--- src/rtl/multicycle_ctrl.sv ---
// Multicycle RV32 control FSM: sequences fetch, decode, execute, mul/div wait,
// memory access and write-back, and raises a sticky trap on illegal opcodes.
module multicycle_ctrl (
    input  logic        clk,
    input  logic        rst_n,
    output logic        imem_req,
    input  logic        imem_ack,
    input  logic [31:0] imem_rdata,
    output logic [31:0] ir,
    output logic [2:0]  imm_fmt,
    output logic        alu_b_imm,
    output logic        md_start,
    input  logic        md_done,
    output logic        dmem_req,
    output logic        dmem_we,
    input  logic        dmem_ack,
    input  logic        branch_taken,
    output logic        rf_we,
    output logic [1:0]  wb_sel,
    output logic        pc_we,
    output logic [1:0]  pc_sel,
    output logic        illegal,
    output logic [31:0] instret
);

    typedef enum logic [2:0] {
        S_IDLE, S_FETCH, S_DECODE, S_EXEC, S_MDWAIT, S_MEM, S_WB, S_TRAP
    } state_e;

    localparam logic [6:0] OPC_OPIMM  = 7'b0010011;
    localparam logic [6:0] OPC_OP     = 7'b0110011;
    localparam logic [6:0] OPC_LOAD   = 7'b0000011;
    localparam logic [6:0] OPC_STORE  = 7'b0100011;
    localparam logic [6:0] OPC_BRANCH = 7'b1100011;
    localparam logic [6:0] OPC_LUI    = 7'b0110111;
    localparam logic [6:0] OPC_AUIPC  = 7'b0010111;
    localparam logic [6:0] OPC_JAL    = 7'b1101111;
    localparam logic [6:0] OPC_JALR   = 7'b1100111;

    state_e      state_q, state_d;
    logic [31:0] ir_q;
    logic [31:0] instret_q;

    logic [6:0] opcode;
    logic [6:0] funct7;
    logic       is_op, is_opimm, is_load, is_store, is_branch;
    logic       is_lui, is_auipc, is_jal, is_jalr, is_md, is_legal;

    assign opcode    = ir_q[6:0];
    assign funct7    = ir_q[31:25];
    assign is_op     = (opcode == OPC_OP);
    assign is_opimm  = (opcode == OPC_OPIMM);
    assign is_load   = (opcode == OPC_LOAD);
    assign is_store  = (opcode == OPC_STORE);
    assign is_branch = (opcode == OPC_BRANCH);
    assign is_lui    = (opcode == OPC_LUI);
    assign is_auipc  = (opcode == OPC_AUIPC);
    assign is_jal    = (opcode == OPC_JAL);
    assign is_jalr   = (opcode == OPC_JALR);
    assign is_md     = is_op && (funct7 == 7'b0000001);

    // OP is only legal with the base, alternate (SUB/SRA) or M-extension funct7.
    assign is_legal = is_opimm || is_load || is_store || is_branch || is_lui
                   || is_auipc || is_jal || is_jalr
                   || (is_op && (funct7 == 7'b0000000 || funct7 == 7'b0100000
                                 || funct7 == 7'b0000001));

    always_comb begin
        // NOTE: every output gets a default first so no path through the case infers a latch.
        state_d  = state_q;
        imem_req = 1'b0;
        dmem_req = 1'b0;
        dmem_we  = 1'b0;
        md_start = 1'b0;
        rf_we    = 1'b0;
        wb_sel   = 2'd0;
        pc_we    = 1'b0;
        pc_sel   = 2'd0;
        imm_fmt  = 3'd0;

        if (is_opimm || is_load || is_jalr) imm_fmt = 3'd1;
        else if (is_store)                  imm_fmt = 3'd2;
        else if (is_branch)                 imm_fmt = 3'd3;
        else if (is_lui || is_auipc)        imm_fmt = 3'd4;
        else if (is_jal)                    imm_fmt = 3'd5;

        unique case (state_q)
            S_IDLE:   state_d = S_FETCH;
            S_FETCH: begin
                imem_req = 1'b1;
                if (imem_ack) state_d = S_DECODE;
            end
            S_DECODE: state_d = is_legal ? S_EXEC : S_TRAP;
            S_EXEC: begin
                md_start = is_md;
                if (is_md)                   state_d = S_MDWAIT;
                else if (is_load || is_store) state_d = S_MEM;
                else if (is_branch) begin
                    pc_we   = 1'b1;
                    pc_sel  = branch_taken ? 2'd1 : 2'd0;
                    state_d = S_FETCH;
                end else                     state_d = S_WB;
            end
            S_MDWAIT: if (md_done) state_d = S_WB;
            S_MEM: begin
                dmem_req = 1'b1;
                dmem_we  = is_store;
                if (dmem_ack) begin
                    pc_we   = is_store;
                    state_d = is_store ? S_FETCH : S_WB;
                end
            end
            S_WB: begin
                rf_we   = (ir_q[11:7] != 5'd0);
                pc_we   = 1'b1;
                state_d = S_FETCH;
                if (is_load)                wb_sel = 2'd1;
                else if (is_jal || is_jalr) wb_sel = 2'd2;
                else if (is_md)             wb_sel = 2'd3;
                if (is_jal)                 pc_sel = 2'd1;
                else if (is_jalr)           pc_sel = 2'd2;
            end
            S_TRAP:   state_d = S_TRAP;
            default:  state_d = S_IDLE;
        endcase
    end

    always_ff @(posedge clk or negedge rst_n) begin
        if (!rst_n) begin
            state_q   <= S_IDLE;
            ir_q      <= '0;
            instret_q <= '0;
        end else begin
            // NOTE: non-blocking assignments so every register samples pre-edge values.
            state_q <= state_d;
            if (state_q == S_FETCH && imem_ack) ir_q <= imem_rdata;
            if (pc_we) instret_q <= instret_q + 32'd1;
        end
    end

    assign ir        = ir_q;
    assign instret   = instret_q;
    assign illegal   = (state_q == S_TRAP);
    assign alu_b_imm = (imm_fmt != 3'd0) && !is_branch;

endmodule
--- config.mk ---
export PLATFORM = sky130hd
export DESIGN_NAME = multicycle_ctrl
export DESIGN_NICKNAME = d
export VERILOG_FILES = /design/src/rtl/multicycle_ctrl.sv
export SDC_FILE = /design/constraint.sdc
export NUM_CORES = 1
export LEC_CHECK = 0
export ABC_AREA = 1
export CAP_MARGIN = 20
export CORE_MARGIN = 2
export CORE_UTILIZATION = 30
export DETAILED_ROUTE_END_ITERATION = 7
export SLEW_MARGIN = 10
export SYNTH_ARGS = -nofsm -noshare
export SYNTH_HDL_FRONTEND = slang
export SYNTH_SLANG_ARGS = --single-unit
--- constraint.sdc ---
create_clock -name clk -period 3.3 [get_ports clk]
set_input_delay 0.33 -clock clk [delete_from_list [all_inputs] [get_ports clk]]
set_output_delay 0.33 -clock clk [all_outputs]
set_load 0.02 [all_outputs]
==> metrics.cfg <==
[status]
outcome = finished, violations left
violations = negative hold slack

[power_and_ir_drop]
p_int_w = 0.00148
p_leak_nw = 2.65
p_per_area_mw_per_mm2 = 324
comb_power_share_pct = 3.5
p_switching_w = 0.000380
peakVddDrop_v = 0.000167
p_sw_share_pct = 20.4
pwr-share-clk_pct = 52.4
p_seq_share_pct = 44.1

[global_routing]
grt_pass1_wl_mm = 19.1
grt_start_max_net_pins = 46
antenna_found_initial = 0
grt_pass1_vias = 3791
grt_overflow = 0
grt_usage_pct = 16.4

[clocking]
cts_tree = yes
numCtsBuffers = 9
clk_pin_slew_worst_paths_ns = 0.05
cts_setup_buffers = 0
hold_buffers = 0
cts_resized = 0
htree_num_levels = 3
clk_latency_ns = 0.33
clock_path_buffers = 2
clock_tree.root_cell = clkbuf_16
cts_num_sinks = 67

[synthesis]
syn_nets = 534
synth_top_family_by_area = simple AND/OR/NAND/NOR gates
synthCells = 495
synth.top_cell.area_share_pct = 40.1
netlist_area_mm2 = 0.00419
ys_seq_elements = 67
synthTopCellsByArea = dfrtp_1 (40%), nand2_1 (11%), mux2_4 (7.2%), nor2_1 (6.1%), nand2_2 (4.2%)
synth_top_area_cell = dfrtp_1
yosys.area_share.xor_xnor_pct = 4.39
yosys_warnings = 0
avgSynthCellArea_um2 = 8.46
synthAdderAreaFrac_pct = 0.299
synth_compound_area_share_pct = 6.01
synth_seq_area_share_pct = 40.1
synth_simple_gate_area_share_pct = 32.7
synth_cell_types = 40
synth_mux_area_share_pct = 9.06

[final_layout]
area.growth.synth_to_final_pct = 37.4
nNetsFinal = 651
fillCellCount = 1438
regArea_mm2 = 0.00168
antenna_cells = 0
multi_input_area_mm2 = 0.00220
stdcell_count = 796
drive_gt1_share_pct = 18.3

[timing]
fin_skew_ns = 0.00538
worst_pin_slew_ns = 0.645
finalCritPeriodShare_pct = 79.9
rsz0062_at_grt = false
hold_ws_ns = -0.00766
setup_viol = 0
maxSlewViolCount = 0
period_minus_slack_ns = 2.64
hold_violations = 6
maxSlewHeadroom_pct = 57.0
finalSetupTns_ns = 0
clock.fmax_mhz = 379

[critical_path]
critPathSlowestCell = clkdlybuf4s50_1
worstPathArrival_ns = 2.31
worst_setup_path_end_kind = output port
timing.rr.end = instret[2]$_DFFE_PN0P_
r2r-start = ir[4]$_DFFE_PN0P_
path_common_cell = inv_2
cp_cell_sequence = inv_2 > nor3_2 > inv_2 > o22ai_1 > clkdlybuf4s50_1
crit_required_ns = 2.97
r2r_cells = 8
max_stage_delay_ns = 0.66
criticalPathCategory = flop to output port
cp-start-kind = flop
reg2reg_slack_ns = 1.12
cp_max_fo = 23

[drt]
top_layer_used = met4
wire_per_inst_um = 14.6
wl_met1_mm = 5.16
drtPass1Iterations = 4
wl_met3_mm = 1.06
wl_met2_mm = 5.31
wl_mm = 11.7
drt_iter0_drc = 206
drc_errors = 0
postRouteAntennaNets = 0
viasPerCell = 4.61
vias = 3669

[floorplanning]
fp.dieH_um = 122
die_area_mm2 = 0.0149
die_width_um = 122
ios = 117
placeableCoreArea_mm2 = 0.0138
start_util_pct = 30.4
num_rows = 43

[placed_design]
dp_hpwl_mm = 8.87
place.gp.congestion = 0.899
dp_cells = 781
io_buffer_count = 116

[worst_hold_path]
hp-class = input port to asynchronous set/reset pin

[job]
cap_violations = 0

## metal layers
metal	GRT usage [%]	up-vias
met2	26.0	135
met5	0	-
li1	-	1828
met4	5.46	0
met3	5.20	11
met1	21.2	1695
## synth_stat cells, drive strengths merged
library cell	instances
o22ai	1
inv	47
nand4	24
nor2	74
o2111ai	1
a31oi	2
and2	1
ha	1
dfrtp	67
clkbuf	3
o21ai	17
nand2	159
xnor2	6
xor2	15
nand3	11
o21bai	1
o41ai	1
or2	2
nor3	8
buf	10
mux2	27
nand3b	6
a21oi	8
a21boi	3
## cell type report
class                   count  area share (%)
multi-input cells         368            38.2
inverters                  47            3.11
well taps                 180            3.92
clock buffers              13            4.52
flip-flops and latches     67            29.1
repair buffers            119            20.5
clock inverters             2           0.609
## worst max-delay path by stage
stage	start	endpoint	slack, ns
2_1_floorplan	ir[1]$_DFFE_PN0P_	alu_b_imm	1.32
3_3_place_gp	state_q[1]$_DFFE_PN0P_	pc_sel[0]	1.08
3_5_place_dp	state_q[1]$_DFFE_PN0P_	pc_sel[0]	0.99
4_1_cts	state_q[1]$_DFFE_PN0P_	pc_sel[0]	0.61
5_1_grt	state_q[1]$_DFFE_PN0P_	pc_sel[0]	0.51
6_report	state_q[1]$_DFFE_PN0P_	pc_sel[0]	0.66
## sequential cells by signal, indices dropped and copies added, names as in the netlist
signal	count
instret	32
ir	32
state_q	3
## stage by stage
| stage | utilization [%] | hold WS [ns] | setup WS (ns) | area [um^2] | power (W) |
|---|---|---|---|---|---|
| after global placement | 39.6 | 0.348 | 1.08 | 5460 | 0.000902 |
| after CTS | 41.8 | 0.0109 | 0.612 | 5750 | 0.00189 |
| after global routing | 41.8 | 0.0299 | 0.513 | 5750 | 0.00194 |
| after detailed placement | 39.6 | 0.364 | 0.994 | 5460 | 0.000904 |
| final | 41.8 | -0.00766 | 0.663 | 5750 | 0.00186 |
| after floorplan | - | 0.0344 | 1.32 | 4190 | 0.000839 |
## power groups by stage
stage / clock, W / sequential [W] / combinational (W)
floorplan: 0 / 0.000837 / 0.00000172
global placement: 0 / 0.000837 / 0.0000651
detailed placement: 0 / 0.000837 / 0.0000670
CTS: 0.00100 / 0.000822 / 0.0000671
global route: 0.00104 / 0.000821 / 0.0000713
finish: 0.000977 / 0.000822 / 0.0000645
## placed cells by master (no fill, tap or decap), drive strengths merged
cell type and n:
nand2 159, clkdlybuf4s50 115, nor2 74, dfrtp 67
inv 47, mux2 27, nand4 24, o21ai 17
xor2 15, clkbuf 13, nand3 11, a21oi 8
nor3 8, nand3b 6, xnor2 6, buf 4
a21boi 3, a31oi 2, or2 2, o2111ai 1
o22ai 1, o41ai 1, and2 1, o21bai 1
ha 1, bufinv 1, clkinv 1
## worst max-delay path: cells and delay by family (launching register included)
kind / cells / cell delay [ns]
AOI/OAI and AO/OA: 1 / 0.25
and+or+nand+nor: 1 / 0.28
DFF: 1 / 0.45
buffers and inverters: 3 / 1.00
## logic make-up after synthesis
family                   count (synthesis)
adder cells (fa/ha/maj)                  1
AND/OR/NAND/NOR                        285
XOR/XNOR                                21
AO/OA/AOI/OAI                           34
multiplexers                            27
flip-flops                              67
buffers and inverters                   60
Note: power is estimated with default switching activity, not from simulation.
